==> src/rtl/ps2_frame_receiver.sv <==
// PS/2 style serial frame receiver: synchronise, debounce, sample on clock fall,
// check parity/stop and hand the payload to a valid/ready consumer.
module ps2_debounce #(
    parameter int CYCLES = 4
) (
    input  logic clk,
    input  logic rst,
    input  logic din,
    output logic dout
);

    localparam logic [7:0] CNT_MAX = 8'(CYCLES - 1);

    logic       sync1;
    logic       sync2;
    logic [7:0] cnt;

    always_ff @(posedge clk) begin
        if (rst) begin
            sync1 <= 1'b1;
            sync2 <= 1'b1;
            dout  <= 1'b1;
            cnt   <= 8'd0;
        end else begin
            sync1 <= din;
            sync2 <= sync1;
            if (sync2 != dout) begin
                if (cnt == CNT_MAX) begin
                    dout <= sync2;
                    cnt  <= 8'd0;
                end else begin
                    cnt <= cnt + 8'd1;
                end
            end else begin
                cnt <= 8'd0;
            end
        end
    end

endmodule

module ps2_frame_receiver #(
    parameter int DATA_BITS       = 8,
    parameter int PARITY_MODE     = 1,
    parameter int DEBOUNCE_CYCLES = 4,
    parameter int TIMEOUT_CYCLES  = 50000
) (
    input  logic                 FCLK,
    input  logic                 RST,
    input  logic                 SERIAL_CLK,
    input  logic                 SERIAL_DATA,
    output logic [DATA_BITS-1:0] FRAME_DATA,
    output logic                 FRAME_VALID,
    input  logic                 FRAME_READY,
    output logic                 PARITY_ERROR,
    output logic                 FRAMING_ERROR,
    output logic                 OVERRUN,
    output logic                 BUSY,
    output logic [3:0]           BIT_COUNT
);

    localparam logic [31:0] TMO_MAX   = 32'(TIMEOUT_CYCLES - 1);
    localparam logic [3:0]  LAST_DATA = 4'(DATA_BITS);

    typedef enum logic [1:0] {
        IDLE,
        DATA,
        PARITY,
        STOP
    } state_t;

    state_t               state;
    state_t               state_nxt;
    logic                 clk_f;
    logic                 dat_f;
    logic                 clk_f_d;
    logic                 strobe;
    logic [DATA_BITS-1:0] shreg;
    logic                 par_bit;
    logic [31:0]          tmo_cnt;
    logic                 timeout;
    logic                 frame_done;
    logic                 ones_odd;
    logic                 par_ok;
    logic                 good;

    ps2_debounce #(.CYCLES(DEBOUNCE_CYCLES)) u_clk_db (
        .clk  (FCLK),
        .rst  (RST),
        .din  (SERIAL_CLK),
        .dout (clk_f)
    );

    ps2_debounce #(.CYCLES(DEBOUNCE_CYCLES)) u_dat_db (
        .clk  (FCLK),
        .rst  (RST),
        .din  (SERIAL_DATA),
        .dout (dat_f)
    );

    assign strobe   = clk_f_d & ~clk_f;
    assign BUSY     = (state != IDLE);
    assign timeout  = BUSY && !strobe && (tmo_cnt == TMO_MAX);
    assign ones_odd = ^{shreg, par_bit};
    assign good     = frame_done & dat_f & par_ok;

    always_comb begin
        par_ok = 1'b1;
        if (PARITY_MODE == 1) begin
            par_ok = ones_odd;
        end else if (PARITY_MODE == 2) begin
            par_ok = ~ones_odd;
        end
    end

    always_comb begin
        state_nxt  = state;
        frame_done = 1'b0;
        if (timeout) begin
            state_nxt = IDLE;
        end else if (strobe) begin
            unique case (state)
                IDLE: begin
                    if (!dat_f) state_nxt = DATA;
                end
                DATA: begin
                    if (BIT_COUNT == LAST_DATA)
                        state_nxt = (PARITY_MODE != 0) ? PARITY : STOP;
                end
                PARITY: state_nxt = STOP;
                STOP: begin
                    state_nxt  = IDLE;
                    frame_done = 1'b1;
                end
                default: state_nxt = IDLE;
            endcase
        end
    end

    always_ff @(posedge FCLK) begin
        if (RST) begin
            state         <= IDLE;
            clk_f_d       <= 1'b1;
            shreg         <= '0;
            par_bit       <= 1'b0;
            tmo_cnt       <= 32'd0;
            BIT_COUNT     <= 4'd0;
            FRAME_DATA    <= '0;
            FRAME_VALID   <= 1'b0;
            PARITY_ERROR  <= 1'b0;
            FRAMING_ERROR <= 1'b0;
            OVERRUN       <= 1'b0;
        end else begin
            state         <= state_nxt;
            clk_f_d       <= clk_f;
            PARITY_ERROR  <= frame_done & ~par_ok;
            FRAMING_ERROR <= timeout | (frame_done & ~dat_f);

            if (state_nxt == IDLE) begin
                BIT_COUNT <= 4'd0;
            end else if (strobe) begin
                BIT_COUNT <= BIT_COUNT + 4'd1;
            end

            if (state_nxt == IDLE || strobe) begin
                tmo_cnt <= 32'd0;
            end else begin
                tmo_cnt <= tmo_cnt + 32'd1;
            end

            if (strobe && state == DATA) begin
                shreg <= {dat_f, shreg[DATA_BITS-1:1]};
            end
            if (strobe && state == PARITY) begin
                par_bit <= dat_f;
            end

            // A completing frame may replace one being accepted this cycle.
            if (good) begin
                if (!FRAME_VALID || FRAME_READY) begin
                    FRAME_DATA  <= shreg;
                    FRAME_VALID <= 1'b1;
                end else begin
                    OVERRUN <= 1'b1;
                end
            end else if (FRAME_VALID && FRAME_READY) begin
                FRAME_VALID <= 1'b0;
            end
        end
    end

endmodule

==> config.mk <==
export PLATFORM = sky130hd
export DESIGN_NAME = ps2_frame_receiver
export DESIGN_NICKNAME = d
export VERILOG_FILES = /design/src/rtl/ps2_frame_receiver.sv
export SDC_FILE = /design/constraint.sdc
export NUM_CORES = 1
export LEC_CHECK = 0
export ABC_AREA = 1
export CAP_MARGIN = 20
export CORE_MARGIN = 2
export CORE_UTILIZATION = 40
export CTS_CLUSTER_SIZE = 30
export DETAILED_ROUTE_END_ITERATION = 8
export PLACE_DENSITY = 0.56
export RECOVER_POWER = 50
export SETUP_SLACK_MARGIN = 0.02
export SYNTH_ARGS = -nofsm -noshare
export SYNTH_HDL_FRONTEND = slang
export SYNTH_SLANG_ARGS = --single-unit
==> constraint.sdc <==
create_clock -name FCLK -period 3.3 [get_ports FCLK]
set_input_delay 0.66 -clock FCLK [delete_from_list [all_inputs] [get_ports FCLK]]
set_output_delay 0.66 -clock FCLK [all_outputs]
set_load 0.01 [all_outputs]
==> results of run 1 <==
[sequential cells by signal, indices dropped and copies added (netlist names), 2 cells and up]
register,count
BIT_COUNT,4
FRAME_DATA,8
shreg,8
state,2
tmo_cnt,32
u_clk_db.cnt,8
u_dat_db.cnt,8
[Yosys cell counts, types with 2 or more instances]
| master | instances | area [µm²] |
|---|---|---|
| a21oi_1 | 22 | 110 |
| and3_1 | 3 | 18.8 |
| buf_6 | 3 | 33.8 |
| clkbuf_1 | 3 | 11.3 |
| clkinv_1 | 2 | 7.51 |
| dfxtp_1 | 82 | 1640 |
| ha_1 | 5 | 62.6 |
| inv_1 | 90 | 338 |
| inv_2 | 3 | 11.3 |
| nand2_1 | 114 | 428 |
| nand2_4 | 3 | 33.8 |
| nand3_1 | 17 | 85.1 |
| nand3_2 | 3 | 30.0 |
| nand4_1 | 19 | 119 |
| nor2_1 | 106 | 398 |
| nor2_2 | 7 | 43.8 |
| nor2_4 | 4 | 45.0 |
| nor3_1 | 21 | 105 |
| nor3b_1 | 4 | 30.0 |
| o211ai_1 | 2 | 15.0 |
| o21ai_0 | 16 | 80.1 |
| or2_2 | 4 | 25.0 |
| xnor2_1 | 7 | 61.3 |
| xor2_1 | 26 | 228 |
[per-layer routing]
metal / up-vias / share of wire (%) / global-route usage [%]
met5: - / 0 / 0
met4: 0 / 2.1 / 7.63
met2: 70 / 43 / 24.5
li1: 1828 / - / -
met3: 12 / 4.0 / 2.88
met1: 1499 / 51 / 22.8
[worst min-delay path by stage]
stage                              start        endpoint  slack, ps  cells past startpoint
after floorplan           u_clk_db.sync1  u_clk_db.sync2        390                      1
after global placement    u_clk_db.sync1  u_clk_db.sync2        400                      1
after detailed placement  u_clk_db.sync1  u_clk_db.sync2        390                      1
after CTS                 u_clk_db.sync1  u_clk_db.sync2        420                      1
after global routing      u_clk_db.sync1  u_clk_db.sync2        420                      1
final                     u_clk_db.sync1  u_clk_db.sync2        410                      1
[layout make-up]
| cell class | instances | area (µm²) | share of cell area (%) |
|---|---|---|---|
| clock inverter | 5 | 86.3 | 1.90 |
| multi-input combinational | 389 | 1940 | 42.6 |
| inverter | 95 | 357 | 7.84 |
| sequential | 82 | 1640 | 36.1 |
| clock buffer | 11 | 141 | 3.11 |
| timing repair buffer | 23 | 218 | 4.79 |
| tap | 133 | 166 | 3.66 |
[per-stage QoR]
stage                     instance area (µm²)  instances  util (%)  worst slack, ps
after floorplan                          4020        572         -             1660
after global placement                   4360        722      44.6             1090
after detailed placement                 4360        722      44.6             1050
after CTS                                4590        738      47.0             1070
after global routing                     4550        738      46.5              634
final                                    4550        738      46.5              996
[cells by family (layout without fill, tap and decap cells)]
group	Yosys count	count (layout)	synth area share [%]
flip-flops	82	82	40.9
adder cells (fa/ha/maj)	5	5	1.56
AND/OR/NAND/NOR	307	307	34.5
XOR/XNOR	33	33	7.20
AO/OA/AOI/OAI	44	44	5.92
buffers and inverters	101	134	10.0
[power groups by stage]
stage	logic [W]	registers (W)	clock network, W
2_1_floorplan	0.0000118	0.00102	0
3_3_place_gp	0.0000221	0.00102	0
3_5_place_dp	0.0000223	0.00102	0
4_1_cts	0.0000225	0.000993	0.000855
5_1_grt	0.0000236	0.000993	0.000899
6_report	0.0000205	0.000993	0.000828
==> flow_summary.ini, run 1 <==
[drt]
vias = 3409
drtPass1Iterations = 5
wl_per_cell_um = 11.2
viasPerCell = 4.62
routed_wl_um = 8280
ant_nets = 0
drt_iter0_markers = 146
route.detailed.drc = 0

[floorplan]
die_area_um2 = 10900
die_height_um = 104
die_w_um = 104
initial_utilization_pct = 41.1
core_area_um2 = 9770
rows = 36
ioPinCount = 22

[logic_synthesis]
synth_warnings = 0
synth-seq-cells = 82
synth_edf_count = 0
synth_cells = 572
synth_nets = 582
syn_avg_cell_area_um2 = 7.02
synth-async-reset-ratio_pct = 0
yosysUniqueCellTypes = 30
yosys_most_used_dff = dfxtp_1
synthesis.area_um2 = 4020
synth_seq_area_share_pct = 40.9

[cts]
clk_path_buf_depth = 2
htreeDepth = 3
post_cts_buffers = 0
cts_root_buffer = clkbuf_8
ctsResizeCount = 0
tritoncts = built
path_clk_slew_ps = 90
clk_latency_ps = 360
cts_sinks = 82
hold_buffers = 0
cts_buffers = 9

[timing]
finalSetupViolCount = 0
tns_ps = 0
fmax_ghz = 0.434
hold_viol_final = 0
finalClockSkew_ps = 12.5
post-route-period-util_pct = 69.8
post-route-min-period_ps = 2300
rsz0062_at_grt = false
tightestPinTransition_ps = 894
finalMaxSlewViolations = 0
holdWs_ps = 414
max-slew-margin-rel_pct = 40.2

[cells_and_area]
fillCellCount = 1044
antenna_cells = 0
final_cell_mix = 115 x nand2_1, 108 x nor2_1, 92 x inv_1
final_layout_size_suffix_gt1_share_pct = 5.62
nNetsFinal = 610
layout_commonest_cell = nand2_1
syn2layout_area_growth_pct = 13.3

[critical_path]
r2r-end = FRAME_DATA[6]
path_common_cell = nor2_1
cpPeakStageDelay_ps = 500
path_buf_inv = 2
worstSetupStartpoint = u_clk_db.dout
ff2ff_path_depth = 9
worstSetupEndpoint = FRAME_DATA[6]
critPathSlowestCell = nor2_1
path_cells = inv_1 -> nand2_1 -> inv_1 -> nand3_1 -> nor2_1 -> nand3_1 -> nor2_4 -> nor2_1 -> nor2_1
reg2reg_from = u_clk_db.dout
cp-end-kind = flop
start_kind = flop
cp_num_cells = 9
cp_top_family = simple AND/OR/NAND/NOR gates
required_ps = 3610
cp_data_arrival_time_ps = 2610
r2r_slack_ps = 1000
path_max_fanout = 10
crit_type = flop to flop

[grt]
grt_pass1_wl_um = 14400
grt_usage_pct = 16.3
first_global_vias = 3134
antenna_found_initial = 0
grt_max_degree = 33
grt-ovfl-total = 0

[pwr]
vdd_drop_max_mv = 0.275
pwr-share-seq_pct = 53.9
cell_internal_pwr_w = 0.00145
swShare_pct = 21.1
p_clk_share_pct = 45.0
pwr-share-comb_pct = 1.1
leakage_nw = 1.70
power_w = 0.00184
switchingPower_w = 0.000388
power_density_nw_per_um2 = 405

[job]
max_cap_viol_count = 0

[placement]
hpwl_um = 6220
io_buffers = 21
place.gp.congestion = 0.829

[min_path]
min_path_type = flop to flop

[outcome]
status = complete, no violations
No activity file was read; power rests on OpenSTA's default activity.
==> run 2, diff against run 1 <==
Clock period 3.3 ns to 2.3 ns, I/O delays scaled along.
==> run 2 against run 1 <==
Worst hold slack about the same. Global-route usage decreased by 0.36 points. Cell count rose by 0.14%. Sequential power up 43%. Total power is 31% higher. Combinational power grew 45%. Critical endpoint is now tmo_cnt[24].
==> flow_summary.ini, run 2 (synthesis results as in run 1) <==
[pwr]
power_w = 0.00242
power_density_nw_per_um2 = 533
vdd_drop_max_mv = 0.259
leakage_nw = 1.71

[timing]
hold_viol_final = 0
tns_ps = 0
post-route-min-period_ps = 1980
finalSetupViolCount = 0
fmax_ghz = 0.506
finalClockSkew_ps = 13.2
post-route-period-util_pct = 86.0
rsz0062_at_grt = false
finalMaxSlewViolations = 0
max-slew-margin-rel_pct = 54.9
tightestPinTransition_ps = 677

[floorplan]
rows = 36
die_height_um = 104
ioPinCount = 22
initial_utilization_pct = 41.1
die_area_um2 = 10900
core_area_um2 = 9770
die_w_um = 104

[grt]
grt_usage_pct = 16.0
grt_pass1_wl_um = 14400
antenna_found_initial = 0
grt-ovfl-total = 0
grt_max_degree = 33
first_global_vias = 3122

[drt]
vias = 3407
drt_iter0_markers = 160
wl_per_cell_um = 11.0
route.detailed.drc = 0
routed_wl_um = 8140
ant_nets = 0
viasPerCell = 4.61
drtPass1Iterations = 4

[critical_path]
required_ps = 2520
cp-end-kind = flop
path_max_fanout = 32
cp_data_arrival_time_ps = 2200
crit_type = flop to flop
start_kind = flop

[placement]
hpwl_um = 6160
io_buffers = 21
place.gp.congestion = 0.907
dpl_cell_area_um2 = 4370

[cells_and_area]
seqCellArea_um2 = 1640
antenna_cells = 0
nNetsFinal = 611
layout_commonest_cell = nand2_1
fin_util_pct = 46.4
syn2layout_area_growth_pct = 12.9
final_area_um2 = 4530
largest_reg_flops = 32
fillCellCount = 1024
final_cell_mix = 114 x nand2_1, 107 x nor2_1, 90 x inv_1
largest_register = tmo_cnt
final_layout_size_suffix_gt1_share_pct = 6.93
multi_input_area_um2 = 1970

[min_path]
min_path_type = flop to flop

[cts]
clk_latency_ps = 350
cts_sinks = 82
tritoncts = built
htreeDepth = 3
ctsResizeCount = 0
clk_path_buf_depth = 2
cts_buffers = 9
hold_buffers = 0
post_cts_buffers = 0
path_clk_slew_ps = 90
cts_root_buffer = clkbuf_8

[job]
max_cap_viol_count = 0

[outcome]
status = complete, no violations
## run 2: cell count changes in the layout (fill, tap and decap cells not counted), sizes merged
cell	change
clkinvlp	+3
dlygate4sd3	+9
bufinv	-2
clkbuf	-1
clkdlybuf4s50	-9
buf	+1
## run 2: layer usage
layer	part of all wire [%]	wire (µm)	global-route usage, %	vias to the layer above
met2	43	3520	23.8	51
met1	53	4320	23.1	1512
met5	0	0	0	-
met4	0.90	73	6.27	0
met3	2.8	227	2.51	8
li1	-	-	-	1836
## run 2: where the power goes
part	leakage (nW)	internal, W	switching, W
Combinational	0.966	0.0000127	0.0000170
Clock	0.0847	0.000422	0.000542
Sequential	0.661	0.00142	0.00000190
## run 2: through the flow
stage | worst slack [ps] | hold slack (ps) | std cells
after CTS | 300 | 407 | 739
after global routing | 57.4 | 443 | 739
after floorplan | 656 | 389 | 572
after global placement | 273 | 397 | 723
final | 323 | 414 | 739
after detailed placement | 237 | 394 | 723
## run 2: layout make-up
| cell class | count | area share, % |
|---|---|---|
| well taps | 133 | 3.67 |
| repair buffers | 24 | 4.97 |
| clock buffers | 10 | 3.04 |
| clock inverters | 6 | 0.911 |
| flip-flops and latches | 82 | 36.2 |
| multi-input cells | 389 | 43.3 |
| inverters | 95 | 7.86 |
## run 2: worst max-delay path, cell delays in order (launching register included)
cell,delay (ps)
dfxtp_1,390
ha_1,220
nand2_1,100
nor2_2,130
nand2_1,90
nor2_1,100
nand3_1,140
nor3_4,200
a21oi_2,80
nand2_4,310
nor2_1,90
## run 2: path summary, 6_finish.rpt
kind / start / to / slack, ps / depth (start not counted)
worst max-delay path: tmo_cnt[0] / tmo_cnt[24] / 320 / 10
worst min-delay path: u_dat_db.sync1 / u_dat_db.sync2 / 410 / 1
worst max register to register: tmo_cnt[0] / tmo_cnt[24] / 320 / 10
worst min register to register: u_dat_db.sync1 / u_dat_db.sync2 / 410 / 1
==> run 3, diff against run 2 <==
Settings changed: CAP_MARGIN 20 to not set.
==> results of run 3 <==
No change in the layout: final DEF, timing and power equal those of run 2.
